===== src/rtl/burst_lock_scheduler_pkg.sv =====
// Shared types and helpers for the burst lock scheduler.
package burst_lock_scheduler_pkg;

  typedef enum logic [1:0] {
    IDLE = 2'd0,
    OWN  = 2'd1,
    GAP  = 2'd2
  } state_t;

  // Binary index of a one-hot vector up to 16 requesters; zero vector maps to 0.
  function automatic logic [3:0] onehot_to_index(input logic [15:0] onehot);
    logic [3:0] idx;
    idx = 4'd0;
    for (int i = 0; i < 16; i++) begin
      if (onehot[i]) begin
        idx = idx | 4'(i);
      end
    end
    return idx;
  endfunction

endpackage


===== src/rtl/burst_lock_scheduler_lru.sv =====
// Least-recently-granted priority matrix: prio[i][j]=1 means requester i beats j.
module lru_priority_matrix #(
  parameter int NUM_REQ = 4
) (
  input  logic               clk,
  input  logic               reset,
  input  logic [NUM_REQ-1:0] req,
  input  logic               update,
  input  logic [NUM_REQ-1:0] update_grant,
  output logic [NUM_REQ-1:0] winner
);

  logic [NUM_REQ-1:0] prio [NUM_REQ];

  // The granted requester drops below everyone: its row clears, its column sets.
  always_ff @(posedge clk or posedge reset) begin
    if (reset) begin
      for (int i = 0; i < NUM_REQ; i++) begin
        for (int j = 0; j < NUM_REQ; j++) begin
          prio[i][j] <= (i < j);
        end
      end
    end else if (update) begin
      for (int i = 0; i < NUM_REQ; i++) begin
        for (int j = 0; j < NUM_REQ; j++) begin
          prio[i][j] <= (prio[i][j] | update_grant[j]) & ~update_grant[i];
        end
      end
    end
  end

  // A requester wins when it beats every other active requester.
  always_comb begin
    winner = '0;
    for (int i = 0; i < NUM_REQ; i++) begin
      winner[i] = req[i];
      for (int j = 0; j < NUM_REQ; j++) begin
        if (j != i) begin
          winner[i] = winner[i] & (~req[j] | prio[i][j]);
        end else begin
          winner[i] = winner[i];
        end
      end
    end
  end

endmodule


===== src/rtl/burst_lock_scheduler.sv =====
// Grants a shared resource to one requester for a burst tenure, with LRU arbitration
// and a one-cycle gap between tenures.
module burst_lock_scheduler
  import burst_lock_scheduler_pkg::*;
#(
  parameter int NUM_REQ   = 4,
  parameter int MAX_BURST = 16,
  parameter int ID_W      = $clog2(NUM_REQ)
) (
  input  logic                             clk,
  input  logic                             reset,
  input  logic [NUM_REQ-1:0]               req,
  input  logic [NUM_REQ-1:0]               last,
  input  logic                             beat,
  output logic [NUM_REQ-1:0]               grant,
  output logic                             grant_valid,
  output logic [ID_W-1:0]                  grant_id,
  output logic [$clog2(MAX_BURST+1)-1:0]   beat_count,
  output logic                             release_pulse
);

  localparam int CW = $clog2(MAX_BURST + 1);

  state_t            state;
  logic [CW-1:0]     count_r;
  logic [NUM_REQ-1:0] winner;
  logic [ID_W-1:0]   winner_id;
  logic              arb_fire;
  logic              owner_req;
  logic              owner_last;
  logic              burst_full;
  logic              tenure_end;
  logic              own_beat;

  assign arb_fire   = ((state == IDLE) || (state == GAP)) && (|req);
  assign winner_id  = ID_W'(onehot_to_index(16'(winner)));
  assign owner_req  = |(req & grant);
  assign owner_last = |(last & grant);
  assign burst_full = (32'(count_r) == (MAX_BURST - 1));
  assign own_beat   = (state == OWN) && beat;
  assign tenure_end = (state == OWN) && (!owner_req || (beat && (owner_last || burst_full)));

  // The count shown includes this cycle's accepted beat, so the final beat is visible.
  assign beat_count    = count_r + CW'(own_beat);
  assign release_pulse = tenure_end;

  lru_priority_matrix #(
    .NUM_REQ (NUM_REQ)
  ) u_lru (
    .clk          (clk),
    .reset        (reset),
    .req          (req),
    .update       (arb_fire),
    .update_grant (winner),
    .winner       (winner)
  );

  // Tenure FSM: arbitration in IDLE/GAP, beat counting and termination in OWN.
  always_ff @(posedge clk or posedge reset) begin
    if (reset) begin
      state       <= IDLE;
      grant       <= '0;
      grant_valid <= 1'b0;
      grant_id    <= '0;
      count_r     <= '0;
    end else begin
      case (state)
        IDLE, GAP: begin
          count_r <= '0;
          if (arb_fire) begin
            state       <= OWN;
            grant       <= winner;
            grant_valid <= 1'b1;
            grant_id    <= winner_id;
          end else begin
            state       <= IDLE;
            grant       <= '0;
            grant_valid <= 1'b0;
            grant_id    <= '0;
          end
        end
        OWN: begin
          if (tenure_end) begin
            state       <= GAP;
            grant       <= '0;
            grant_valid <= 1'b0;
            grant_id    <= '0;
            count_r     <= '0;
          end else if (beat) begin
            count_r <= count_r + CW'(1);
          end else begin
            count_r <= count_r;
          end
        end
        default: begin
          state       <= IDLE;
          grant       <= '0;
          grant_valid <= 1'b0;
          grant_id    <= '0;
          count_r     <= '0;
        end
      endcase
    end
  end

endmodule


===== config.mk =====
export PLATFORM = sky130hd
export DESIGN_NAME = burst_lock_scheduler
export DESIGN_NICKNAME = d
export VERILOG_FILES = /design/src/rtl/burst_lock_scheduler_pkg.sv /design/src/rtl/burst_lock_scheduler_lru.sv /design/src/rtl/burst_lock_scheduler.sv
export SDC_FILE = /design/constraint.sdc
export NUM_CORES = 1
export LEC_CHECK = 0
export CAP_MARGIN = 10
export CORE_UTILIZATION = 45
export DETAILED_ROUTE_END_ITERATION = 10
export HOLD_SLACK_MARGIN = 0.1
export PLACE_DENSITY_LB_ADDON = 0.2
export SYNTH_ARGS = -nofsm -noshare
export SYNTH_HDL_FRONTEND = slang
export SYNTH_SLANG_ARGS = --single-unit

===== constraint.sdc =====
create_clock -name clk -period 2.3 [get_ports clk]
set_clock_uncertainty 0.2 [all_clocks]
set_input_delay 0.345 -clock clk [delete_from_list [all_inputs] [get_ports clk]]
set_output_delay 0.345 -clock clk [all_outputs]
set_load 0.03 [all_outputs]

==> metrics.cfg, run 1 <==
[global_routing]
grt_max_degree = 27
grt_first_pass_wirelength_um = 5180
grt.busiest_layer = met2
grtUsageTotal_pct = 20.9
met2_usage_pct = 33.9
grt_antenna_before_repair = 0
grt_pass1_vias = 1141
globalRouteOverflowTotal = 0
grt_use_met3_pct = 4.38
grt_use_met1_pct = 27.3

[routing]
drt_iter0_markers = 15
num_vias = 1053
wirelength_um = 3080
dr.pass1.iters = 7
vias_per_cell = 5.48
remaining_drc_errors = 2
drtAntennaViolNets = 0
wl_per_cell_um = 16.0

[timing]
timing.final.ws_setup_ns = -0.0629
grt_setup_unrepaired = yes
period_minus_slack_ns = 2.36
fmax_mhz = 423
hold_violations = 0
tightest_slew_ns = 0.515
slew_violations = 0
fin_crit_sh_pct = 103
finalSetupViolations = 1
max_slew_margin_pct = 65.7

[layout]
area_growth_pct = 34.1
multi_input_area_um2 = 664
seqCellArea_um2 = 659
diodes = 0
fillers = 247
drive_gt1_share_pct = 34.2
nets = 177
layout_common_cells = 21 x buf_4, 19 x inv_1, 19 x dfrtp_1, 17 x clkdlybuf4s50_1
final_cells = 192
final_common_cell = buf_4
finalInstanceArea_um2 = 1820

[power_and_ir_drop]
vdd_drop_max_mv = 0.601
leakagePower_nw = 0.800
powerDensity_nw_per_um2 = 1070

[clock_tree]
cts_num_sinks = 26
tritoncts = built
numCtsBuffers = 3
h-tree-depth = 1
root_buffer = clkbuf_4
clock_latency_ns = 0.32
clock_path_buffers = 2
clkTransAtPathRegs_ns = 0.14

[floorplanning]
num_rows = 19
die_height_um = 56.9
die-area_um2 = 3240
ios = 24
core_um2 = 2810
initial_utilization_pct = 48.4
die-width_um = 56.9

[worst_setup_path]
slowest_delay_ns = 0.42
path_max_fanout = 2
startpoint_type = register
path_buf_inv = 1
endpoint_kind = output pin
cp.arrival_ns = 1.82
critPathKind = reg -> out
required_ns = 1.75
worstPathCellList = ha_2 -> and3_4 -> ha_4 -> a21oi_2 -> a21boi_2 -> o21a_1 -> buf_6
cp_top_family = flip-flops
slowest_stage = dfrtp_1

[place]
gp_congestion = 0.767
dpl.cell_count = 181
post_dp_cell_area_um2 = 1660
dp.final_hpwl_um = 2040
io_buffers = 23

[synth]
synth_nets = 135
yosysSeqAreaShare_pct = 48.5
yosys.area.top_type = dfrtp_1
synth_top_area_share_pct = 36.9
synth_cells = 120
yosys-top-cells-area = dfrtp_1 37%, dfstp_2 12%, inv_1 5.3%, ha_1 3.7%, nor3_2 3.7%
yosysWarningCount = 0
ys_ff_latch = 26
synth_cell_types = 39
avgSynthCellArea_um2 = 11.3
netlist_area_um2 = 1360

[outcome]
violations = DRC, setup timing
status = complete, but fails checks

[job]
max_cap_viol_count = 0

[hold_path]
hold_path_class = in -> async

-- layer usage --
metal	up-vias	part of all wire, %
met5	-	0
met4	0	1.5
met1	517	43
li1	497	-
met2	33	50
met3	6	5.5
-- tightest hold or removal path, cell delays in order --
cell and delay, ns:
clkdlybuf4s50_1 0.40, inv_1 0.05, buf_4 0.31
-- metrics by stage --
stage          hold WS, ns  setup WS [ns]  TNS [ns]  total power (W)  utilization [%]
6_report             0.164        -0.0629   -0.0629          0.00194             64.9
5_1_grt              0.184         -0.143    -0.207          0.00207             64.9
4_1_cts              0.170        -0.0445   -0.0760          0.00193             63.5
3_5_place_dp         0.254         0.0361         0          0.00164             59.1
3_3_place_gp         0.249         0.0631         0          0.00161             59.1
2_1_floorplan        0.181         0.0859         0          0.00134                -
-- power by group --
group / internal [W] / switching, W
Clock: 0.0000968 / 0.000135
Combinational: 0.000429 / 0.000503
Sequential: 0.000672 / 0.000103
Total: 0.00120 / 0.000741
-- path summary, 6_finish.rpt --
| path | start | to | slack (ns) | cells after the start |
|---|---|---|---|---|
| hold reg to reg | u_lru.prio[13]$_DFFE_PP1N_ | u_lru.prio[13]$_DFFE_PP1N_ | 0.27 | 2 |
| min in group clk | u_lru.prio[13]$_DFFE_PP1N_ | u_lru.prio[13]$_DFFE_PP1N_ | 0.27 | 2 |
| setup / recovery | count_r[1]$_DFFE_PP0P_ | release_pulse | -0.06 | 7 |
| max in group asynchronous | reset | u_lru.prio[7]$_DFFE_PP1N_ | 1.44 | 3 |
| setup reg to reg | count_r[1]$_DFFE_PP0P_ | grant_id[1]$_DFFE_PP0P_ | 0.14 | 9 |
| hold / removal | reset | u_lru.prio[0]$_DFFE_PP0N_ | 0.16 | 3 |
-- repair_timing --
action	in CTS	in global routing
endpoints found under the setup margin	4	3
cloned	0	0
resized for setup	11	4
buffers inserted	5	2
pin swaps	7	2
hold buffers	0	0
-- state kept, by name (all words and copies together) (netlist names) --
signal,count
grant_valid,1
grant_id,2
count_r,5
grant,4
state,2
u_lru.prio,12
-- cells in the mapped netlist (all sizes together) --
cell type and n:
dfrtp 20, inv 19, a21boi 7, dfstp 6, nand2b 6, nor2b 6, nor3 5, o21a 5
a21oi 4, ha 4, o31ai 4, buf 3, o21ai 3, xnor2 3, xor2 3, a22o 2
nand2 2, nand3 2, o2111ai 2, o311ai 2, a2111o 1, a2111oi 1, a222oi 1, and2 1
and2b 1, and3 1, mux2i 1, nand4 1, nor2 1, o211ai 1, o21bai 1, o41ai 1
-- cell type report --
cell class	instances	share of cell area (%)
flip-flops and latches	26	36.2
repair buffers	40	19.2
well taps	31	2.13
multi-input cells	72	36.5
clock buffers	4	1.99
inverters	19	3.92
-- cell families after synthesis --
family / count (synthesis) / share of synthesized area [%]
adder cells (fa/ha/maj): 4 / 3.69
AO/OA/AOI/OAI: 35 / 23.2
AND/OR/NAND/NOR: 26 / 12.7
flip-flops: 26 / 48.5
buffers and inverters: 22 / 7.28
XOR/XNOR: 6 / 3.87
multiplexers: 1 / 0.737
Note: power is estimated with default switching activity, not from simulation.
==> run 2, diff against run 1 <==
- CTS_BUF_LIST: unset -> sky130_fd_sc_hd__clkbuf_16
- MAX_ROUTING_LAYER: unset -> met4
==> run 2 against run 1 <==
Compared with the run above:
- the run ends with DRC left
- utilization increased by 0.67 points
- power increased by 6.7%
- sequential cell count unchanged
- largest cell class is now flip-flops and latches
==> metrics.cfg, run 2 (synthesis results as in run 1) <==
[timing]
timing.final.ws_setup_ns = 0.0362  ; +0.0991 ns
grt_setup_unrepaired = yes
finalSetupViolations = 0  ; -1
hold_violations = 0  ; unchanged
fin_crit_sh_pct = 98.4  ; -4.3 points
fmax_mhz = 442  ; +4.4%
fin_setup_tns_ns = 0  ; +0.0629 ns
slew_violations = 0  ; unchanged
max_slew_margin_pct = 66.3  ; +0.62 points
period_minus_slack_ns = 2.26  ; -0.0991 ns
tightest_slew_ns = 0.506  ; -0.00927 ns

[floorplanning]
core_um2 = 2810  ; unchanged
die-area_um2 = 3240  ; unchanged
initial_utilization_pct = 48.4  ; unchanged
die_height_um = 56.9  ; unchanged
ios = 24  ; unchanged
die-width_um = 56.9  ; unchanged
num_rows = 19  ; unchanged

[place]
io_buffers = 23  ; unchanged
pre_cts_ws_ns = 0.0361  ; unchanged
gp_congestion = 0.778  ; +1.3%
dp.final_hpwl_um = 2040  ; unchanged

[layout]
nets = 176  ; -0.56%
final_common_cell = buf_4
largest_register_ffs = 12  ; unchanged
diodes = 0  ; unchanged
layout_common_cells = 21 x buf_4, 19 x inv_1, 19 x dfrtp_1, 16 x clkdlybuf4s50_1
reg.largest.list = u_lru.prio (12), count_r (5), grant (4)
area_growth_pct = 35.5
drive_gt1_share_pct = 32.5  ; -1.7 points
regMostFlops = u_lru.prio

[power_and_ir_drop]
vdd_drop_max_mv = 0.715  ; +19%
powerDensity_nw_per_um2 = 1130  ; +5.7%
leakagePower_nw = 0.820  ; +2.5%
power_w = 0.00207  ; +6.7%

[routing]
drt_iter0_markers = 17  ; +2
wl_per_cell_um = 15.6  ; -2.8%
num_vias = 1031  ; -2.1%
dr.pass1.iters = 7  ; unchanged
wirelength_um = 2980  ; -3.3%
remaining_drc_errors = 2  ; unchanged
vias_per_cell = 5.40  ; -1.6%
drtAntennaViolNets = 0  ; unchanged

[clock_tree]
clock_path_buffers = 2  ; unchanged
tritoncts = built
h-tree-depth = 1  ; unchanged
clkTransAtPathRegs_ns = 0.07  ; -0.07 ns
clock_latency_ns = 0.26  ; -0.06 ns
root_buffer = clkbuf_16
cts_hold_buf = 0  ; unchanged
numCtsBuffers = 3  ; unchanged
cts_num_sinks = 26  ; unchanged

[worst_setup_path]
critPathKind = reg -> out
r2r_setup_slack_ns = 0.29  ; +0.15 ns
endpoint_kind = output pin
regToRegEndpoint = grant_id[1]$_DFFE_PP0P_
required_ns = 1.75  ; about the same
r2r_cells = 8  ; -1
startpoint_type = register
path_max_fanout = 2  ; unchanged
r2r-start = count_r[1]$_DFFE_PP0P_
cp.arrival_ns = 1.72  ; -0.10 ns

[job]
max_cap_viol_count = 0  ; unchanged

[global_routing]
grtUsageTotal_pct = 20.8  ; -0.14 points
globalRouteOverflowTotal = 0  ; unchanged
grt_max_degree = 27  ; unchanged
grt_first_pass_wirelength_um = 4990  ; -3.7%
grt_pass1_vias = 1060  ; -7.1%
grt_use_met3_pct = 3.92  ; -0.46 points
met2_usage_pct = 31.3  ; -2.7 points
grt.busiest_layer = met2
grt_antenna_before_repair = 0  ; unchanged
grt_use_met1_pct = 28.2  ; +0.89 points

[hold_path]
hold_path_class = in -> async

[outcome]
violations = DRC
status = complete, but fails checks

run 2: cell types whose count changed in the layout (fill, tap and decap cells not counted):
cell	previous run	this run
clkbuf_16	0	3
clkbuf_4	3	0
and3_1	0	1
and3_4	1	0
buf_6	2	1
clkbuf_8	1	0
clkdlybuf4s50_1	17	16
clkinv_1	0	1
dlymetal6s2s_1	0	1
ha_2	1	2
ha_4	3	2
run 2: final cells by class:
cell class	count	area, um^2
multi-input combinational	72	649
clock buffer	3	75.1
fill	241	966
clock inverter	1	3.75
timing repair buffer	39	342
sequential	26	659
inverter	19	71.3
tap	31	38.8
run 2: metrics by stage:
step / instances / hold slack [ns] / instance area, um^2 / util (%)
after floorplan: 120 / 0.181 / 1360 / -
final: 191 / 0.240 / 1840 / 65.6
after detailed placement: 181 / 0.254 / 1660 / 59.1
after global placement: 181 / 0.249 / 1660 / 59.1
after CTS: 188 / 0.259 / 1770 / 63.2
after global routing: 191 / 0.289 / 1840 / 65.6
run 2: repair_timing:
action	CTS	global route
pin swaps	0	6
endpoints found under the hold margin	0	0
setup endpoints to repair	3	2
resized for setup	4	9
cloned	0	0
setup buffers	3	3
run 2: layer usage:
layer  wire, um  part of all wire, %
met1       1370                   46
met3        125                  4.2
met5          0                    0
met4         24                 0.81
met2       1450                   49
run 2: worst max-delay path, stage by stage, from the launching register on:
cell	delay, ns
dfrtp_1	0.39
ha_2	0.19
and3_1	0.18
ha_2	0.17
a21oi_2	0.11
a21boi_2	0.07
o21a_1	0.21
buf_6	0.14
run 2: power breakdown:
group          switching (W)  total [W]  internal [W]
sequential          0.000103   0.000777      0.000675
combinational       0.000490   0.000904      0.000414
clock               0.000156   0.000389      0.000233
total               0.000749    0.00207       0.00132
run 2: worst max path at each step:
stage / from / to / slack [ns] / depth (start not counted)
2_1_floorplan: state[1]$_DFFE_PP0P_ / beat_count[4] / 0.09 / 6
4_1_cts: count_r[0]$_DFFE_PP0P_ / release_pulse / -0.01 / 7
6_report: count_r[1]$_DFFE_PP0P_ / release_pulse / 0.04 / 7
5_1_grt: count_r[0]$_DFFE_PP0P_ / release_pulse / -0.03 / 7
3_3_place_gp: beat / beat_count[4] / 0.06 / 7
3_5_place_dp: beat / beat_count[4] / 0.04 / 7
